**src/rtl/flag_unit.sv**
```systemverilog
// flag_unit: EX-stage producer of the {N, V, Z} condition flags.
// Decodes the EX opcode into a per-flag write mask, commits new flag values
// to the architectural flag register, detects the ID branch flag hazard,
// freezes on HLT and keeps a saturating count of flag-writing instructions.
module flag_unit #(
    parameter int CNT_WIDTH = 16
) (
    input  logic                 clk,
    input  logic                 rst,
    input  logic                 ex_valid,
    input  logic [3:0]           ex_opcode,
    input  logic [15:0]          ex_result,
    input  logic                 ex_overflow,
    input  logic                 stall,
    input  logic                 flush,
    input  logic                 id_valid,
    input  logic [3:0]           id_opcode,
    input  logic [2:0]           id_cond,
    output logic [2:0]           flags,
    output logic                 flag_hazard,
    output logic                 halted,
    output logic [CNT_WIDTH-1:0] flag_writes
);

    localparam logic [3:0] OP_ADD = 4'b0000;
    localparam logic [3:0] OP_SUB = 4'b0001;
    localparam logic [3:0] OP_XOR = 4'b0010;
    localparam logic [3:0] OP_SLL = 4'b0100;
    localparam logic [3:0] OP_SRA = 4'b0101;
    localparam logic [3:0] OP_ROR = 4'b0110;
    localparam logic [3:0] OP_HLT = 4'b1111;

    localparam logic [2:0] ID_BRANCH_GROUP = 3'b110;
    localparam logic [2:0] COND_ALWAYS     = 3'b111;

    localparam logic [CNT_WIDTH-1:0] CNT_ONE = CNT_WIDTH'(1);

    // Which of {N, V, Z} an EX opcode writes.
    function automatic logic [2:0] write_mask(input logic [3:0] op);
        logic [2:0] m;
        m = 3'b000;
        case (op)
            OP_ADD, OP_SUB:                 m = 3'b111;
            OP_XOR, OP_SLL, OP_SRA, OP_ROR: m = 3'b001;
            default:                        m = 3'b000;
        endcase
        return m;
    endfunction

    // Which of {N, V, Z} a branch condition reads.
    function automatic logic [2:0] needed_mask(input logic [2:0] cond);
        logic [2:0] m;
        m = 3'b000;
        case (cond)
            3'd0:    m = 3'b001;
            3'd1:    m = 3'b001;
            3'd2:    m = 3'b101;
            3'd3:    m = 3'b100;
            3'd4:    m = 3'b101;
            3'd5:    m = 3'b101;
            3'd6:    m = 3'b010;
            default: m = 3'b000;
        endcase
        return m;
    endfunction

    // Increment that sticks at all-ones instead of wrapping.
    function automatic logic [CNT_WIDTH-1:0] sat_inc(input logic [CNT_WIDTH-1:0] v);
        logic [CNT_WIDTH-1:0] r;
        if (&v) begin
            r = v;
        end else begin
            r = v + CNT_ONE;
        end
        return r;
    endfunction

    logic [2:0] mask;
    logic [2:0] new_vals;
    logic [2:0] needed;
    logic       ex_live;
    logic       commit;
    logic       halt_commit;
    logic       id_branch;

    // Decode the EX instruction and form the commit / halt qualifiers.
    always_comb begin
        mask        = write_mask(ex_opcode);
        new_vals    = {ex_result[15], ex_overflow, (ex_result == 16'h0000)};
        ex_live     = ex_valid & ~stall & ~flush;
        commit      = ex_live & ~halted & (mask != 3'b000);
        halt_commit = ex_live & (ex_opcode == OP_HLT);
    end

    // Branch in ID racing a flag write in EX; stall does not hide the
    // hazard because the held instruction has still not written.
    always_comb begin
        needed      = needed_mask(id_cond);
        id_branch   = id_valid & (id_opcode[3:1] == ID_BRANCH_GROUP) & (id_cond != COND_ALWAYS);
        flag_hazard = id_branch & ex_valid & ~flush & ~halted & ((needed & mask) != 3'b000);
    end

    // Architectural flag register: only masked bits load on commit.
    always_ff @(posedge clk) begin
        if (rst) begin
            flags <= 3'b000;
        end else if (commit) begin
            flags <= (flags & ~mask) | (new_vals & mask);
        end
    end

    // Halt latch, cleared only by reset.
    always_ff @(posedge clk) begin
        if (rst) begin
            halted <= 1'b0;
        end else if (halt_commit) begin
            halted <= 1'b1;
        end
    end

    // Saturating count of committed flag-writing instructions.
    always_ff @(posedge clk) begin
        if (rst) begin
            flag_writes <= '0;
        end else if (commit) begin
            flag_writes <= sat_inc(flag_writes);
        end
    end

endmodule

```
**config.mk**
```make
export PLATFORM = sky130hd
export DESIGN_NAME = flag_unit
export DESIGN_NICKNAME = d
export VERILOG_FILES = /design/src/rtl/flag_unit.sv
export SDC_FILE = /design/constraint.sdc
export NUM_CORES = 1
export LEC_CHECK = 0
export BUFFER_PORTS_ARGS = -buffer_cell sky130_fd_sc_hd__buf_4
export CELL_PAD_IN_SITES_DETAIL_PLACEMENT = 0
export CELL_PAD_IN_SITES_GLOBAL_PLACEMENT = 1
export CORE_ASPECT_RATIO = 0.9
export CORE_MARGIN = 4
export CORE_UTILIZATION = 31
export DETAILED_ROUTE_END_ITERATION = 8
export PLACE_DENSITY_LB_ADDON = 0.1
export SLEW_MARGIN = 5
export SYNTH_ARGS = -nofsm -noshare
export SYNTH_HDL_FRONTEND = slang
export SYNTH_SLANG_ARGS = --single-unit
```
**constraint.sdc**
```tcl
create_clock -name clk -period 3 [get_ports clk]
set_clock_uncertainty 0.05 [all_clocks]
set_input_delay 0.6 -clock clk [delete_from_list [all_inputs] [get_ports clk]]
set_output_delay 0.6 -clock clk [all_outputs]
set_load 0.01 [all_outputs]
```
* After elaboration in Yosys (flattened, before gate mapping) *
Cells that the tools add are included.
Widths: inputs -> output; s select.

word-level totals
  register bits = 20
  output and inout port bits = 21

operators by class
  add/subtract/negate cells = 1
  eq/ne operators = 14
  multiplexer cells = 2
  bitwise logic cells = 20
  reduce and logical (&&, ||, !) cells = 11

operators with widths
  kind                   number
  $add 16x1->16 const B  1
  $logic_not 16->1       1
  $reduce_and 16->1      1
  $eq 3x3->1 const B     4
  $eq 4x3->1 const B     3
  $pmux 3 s4             1
  $and 1x1->1            11
  $and 3x3->3            3
  $eq 3x2->1 const B     2
  $pmux 3 s2             1
  $reduce_bool 3->1      2
  $eq 4x1->1 const B     1
  $eq 4x2->1 const B     1
  $eq 4x4->1 const B     1
  $logic_not 4->1        1
  $not 1->1              4
  $reduce_or 2->1        2
  $reduce_or 4->1        1
  $eq 3x1->1 const B     1
  $logic_not 3->1        1
  $ne 3x3->1 const B     1
  $not 3->3              1
  $or 3x3->3             1
  $reduce_or 3->1        1
  $reduce_and 2->1       1

* Depth between registers and ports, before layout *
  depth after elaboration = 7
  depth in mapped cells = 6

* Worst setup path before layout *
OpenSTA, ideal clock, no wires.

  path kind = input-to-reg
  from = input stall
  to = register flag_writes[14]
  library setup time = 0.070 ns
  data arrival time = 2.206 ns
  required time = 2.880 ns
  slack = 0.673 ns
  stages on the path = 5
  path buffers = 1
  cell sequence = or3b_1 or4b_1 buf_2 or4_1 a21oi_1

between the ends
  word-level cells in the longest chain between the ends = 6

RTL lines
  element                            RTL line  source
  from (decl)                        14        input logic stall,
  $not 1->1                          90        ex_live = ex_valid & ~stall & ~flush;
  $and 1x1->1 (2 in a row)           90
  $and 1x1->1 (2 in a row)           91        commit = ex_live & ~halted & (mask != 3'b000);
  $reduce_and 2->1 (no source line)  n/a
  to (signal assigned)               126       flag_writes <= sat_inc(flag_writes);
  to (decl)                          22        output logic [CNT_WIDTH-1:0] flag_writes

No other way between the ends.
A chain may end at the register's enable or synchronous reset.

* Final worst setup path *
  from = input ex_opcode[1]
  to = output flag_hazard

between the ends
  word-level cells in the longest chain between the ends = 6

RTL lines
  element                                             RTL line  source
  from (decl)                                         11        input logic [3:0] ex_opcode,
  $eq 4x2->1, or another cell as far along            42        case (op)
  $reduce_or 4->1 or $reduce_or 2->1 (tied branches)  42
  $pmux 3 s2 *                                        42
  $and 3x3->3 *                                       100       flag_hazard = id_branch & ex_valid & ~flush & ~halted & ((needed & mask) != 3'b000);
  $reduce_bool 3->1 *                                 100
  $and 1x1->1 *                                       100
  to (decl)                                           20        output logic flag_hazard,

Mark *: on every way between the ends. The rest lies on a longest branch, timed or not.

==> metrics.cfg <==
[sta]
setup_viol = 0
grt_setup_unrepaired = false
setup_ws_ns = 0.576
slew_viol_final = 0
finalHoldViolations = 0
slew-limit-headroom = 0.534
fmax_ghz = 0.413
min_period_over_period = 0.808
layout_min_cycle_time_ns = 2.42
finalSetupTns_ns = 0
worst_pin_slew_ns = 0.698

[routing]
first_pass_iters = 4
ant_nets = 0
wl_per_cell_um = 13.7
routed-via-count = 1195
totalWireLength_um = 3030
drc = 0
first_iter_violations = 31
via_per_inst = 5.41

[global_routing]
grt_antenna_before_repair = 0
grt_pass1_wl_um = 5310
grtUsageMet2 = 0.236
grt_start_max_net_pins = 24
track_usage = 0.140
grt_pass1_vias = 1175
grt_use_met3 = 0.0377
overflow = 0
grt_util_met1 = 0.189
top_usage_layer = met2

[layout]
antennaDiodeCount = 0
syn2layout_area_growth_pct = 46.0
fin_area_um2 = 1570
fin_util = 0.468
fin_nets = 213
drive_gt1_frac = 0.367

[hold_path]
hp-class = reg -> reg

[logic_synthesis]
yosysWarnings = 0
synth_seq_cells = 20
synth_cell_types = 39
syn-instance-count = 126
syn_nets = 161
yosysSeqAreaShare = 0.373
syn_area_um2 = 1070
syn_avg_cell_area_um2 = 8.53

[placed_design]
gp_congestion = 0.708
placed_area_um2 = 1510
pre_cts_slack_ns = 0.413
numPortBuffers = 53
post-dp-hpwl_um = 2360

[die]
fp.coreArea_um2 = 3350
die_w_um = 70.1
io_pins = 55
num_rows = 20
die_area_um2 = 4470
die_y_um = 63.9
start_util = 0.321

[setup_path]
startpoint_type = input pin
cp.required_ns = 2.35
r2r-start = flag_writes[0]$_SDFFE_PP0P_
path_class = in -> out
arrival_ns = 1.77
end_kind = primary output
critPathMaxFanout = 4
critPathLaunch = ex_opcode[1]

[power]
peakVddDrop_mv = 0.147
power_density_nw_per_um2 = 334
p_leak_nw = 0.619
finalPower_mw = 0.524

[run]
drv_cap = 0

[clock_tree]
worstSkewPairLatency_ns = 0.26
clockBufferDepth = 2
cts.sinks = 20
clk_pin_slew_ns = 0.07
root_buffer = clkbuf_8
postCtsResizedCells = 0
cts_setup_buffers = 0
cts_tree = done
holdBufCountCts = 0
htree_num_levels = 1
numCtsBuffers = 3

[outcome]
status = completed

-- logic make-up after synthesis --
| kind of cell | Yosys count | synth area share |
|---|---|---|
| fa+ha+maj | 2 | 0.0210 |
| simple gates | 57 | 0.329 |
| flops | 20 | 0.373 |
| mux | 5 | 0.0501 |
| compound gates | 31 | 0.187 |
| buf+inv | 11 | 0.0396 |
-- cells in the final DEF, fill, tap and decap left out, types with 2 or more instances in the layout --
master	n
buf_4	54
dfxtp_1	20
a21oi_1	13
or4_1	8
nor4_1	7
nand4_1	7
nor2_1	7
o31ai_1	7
nand2_1	6
inv_1	4
clkbuf_8	4
or3_1	3
nand3_1	3
o21ai_0	3
nor2b_1	3
and3_1	2
o41ai_1	2
mux2_2	2
mux2i_1	2
-- power by group --
group	internal (mW)	leakage [nW]	total (mW)	switching [mW]
sequential	0.266	0.161	0.267	0.000716
clock	0.117	0.0288	0.206	0.0895
combinational	0.0324	0.430	0.0511	0.0187
-- routing by layer --
metal | routed length, um | vias up | part of all wire
li1 | - | 598 | -
met1 | 1370 | 562 | 0.45
met2 | 1490 | 35 | 0.49
met3 | 172 | 0 | 0.057
met4 | 0 | 0 | 0
met5 | 0 | - | 0
-- cells in the mapped netlist --
master | count | area share
a211o_1 | 1 | 0.0082
a211oi_1 | 1 | 0.0070
a21oi_1 | 13 | 0.061
and2_1 | 1 | 0.0058
and3_1 | 2 | 0.012
and4_1 | 1 | 0.0082
and4b_2 | 1 | 0.010
buf_2 | 1 | 0.0047
clkbuf_1 | 6 | 0.021
dfxtp_1 | 20 | 0.37
ha_1 | 1 | 0.012
inv_1 | 4 | 0.014
maj3_1 | 1 | 0.0093
mux2_1 | 1 | 0.010
mux2_2 | 2 | 0.021
mux2i_1 | 2 | 0.019
nand2_1 | 6 | 0.021
nand3_1 | 3 | 0.014
nand4_1 | 7 | 0.041
nand4b_1 | 1 | 0.0082
nor2_1 | 7 | 0.024
nor2b_1 | 3 | 0.017
nor3b_1 | 1 | 0.0070
nor4_1 | 7 | 0.041
nor4b_1 | 1 | 0.0082
o21ai_0 | 3 | 0.014
o21bai_1 | 1 | 0.0070
o311a_1 | 1 | 0.0093
o311ai_0 | 1 | 0.0082
o311ai_1 | 1 | 0.0082
o31ai_1 | 7 | 0.049
o41ai_1 | 2 | 0.016
or2_2 | 1 | 0.0058
or3_1 | 3 | 0.017
or3_2 | 1 | 0.0070
or3b_1 | 1 | 0.0082
or3b_2 | 1 | 0.0082
or4_1 | 8 | 0.056
or4b_1 | 1 | 0.0093
-- through the flow --
stage / hold slack, ns / instances
6_report: 0.426 / 221
5_1_grt: 0.467 / 221
4_1_cts: 0.430 / 221
3_5_place_dp: 0.410 / 217
3_3_place_gp: 0.395 / 217
2_1_floorplan: 0.431 / 126
-- path summary, 6_finish.rpt --
path	endpoint	depth (start not counted)	slack [ns]
worst min register to register	register	2	0.43
worst max register to register	flag_writes[5]$_SDFFE_PP0P_	6	0.82
worst min-delay path	register	2	0.43
worst max-delay path	flag_hazard	5	0.58
-- final cells by class --
class                           count  area [um^2]
Fill cell                         355         1780
Multi-Input combinational cell     95          638
Timing Repair Buffer               54          405
Sequential cell                    20          400
Clock buffer                        4         55.1
Tap cell                           44         55.1
Inverter                            4         15.0
-- critical path, cell delays in order --
cell     delay (ns)
buf_4          0.12
or3_1          0.40
maj3_1         0.36
a21oi_1        0.15
buf_4          0.14
Note: power is estimated with default switching activity, not from simulation.
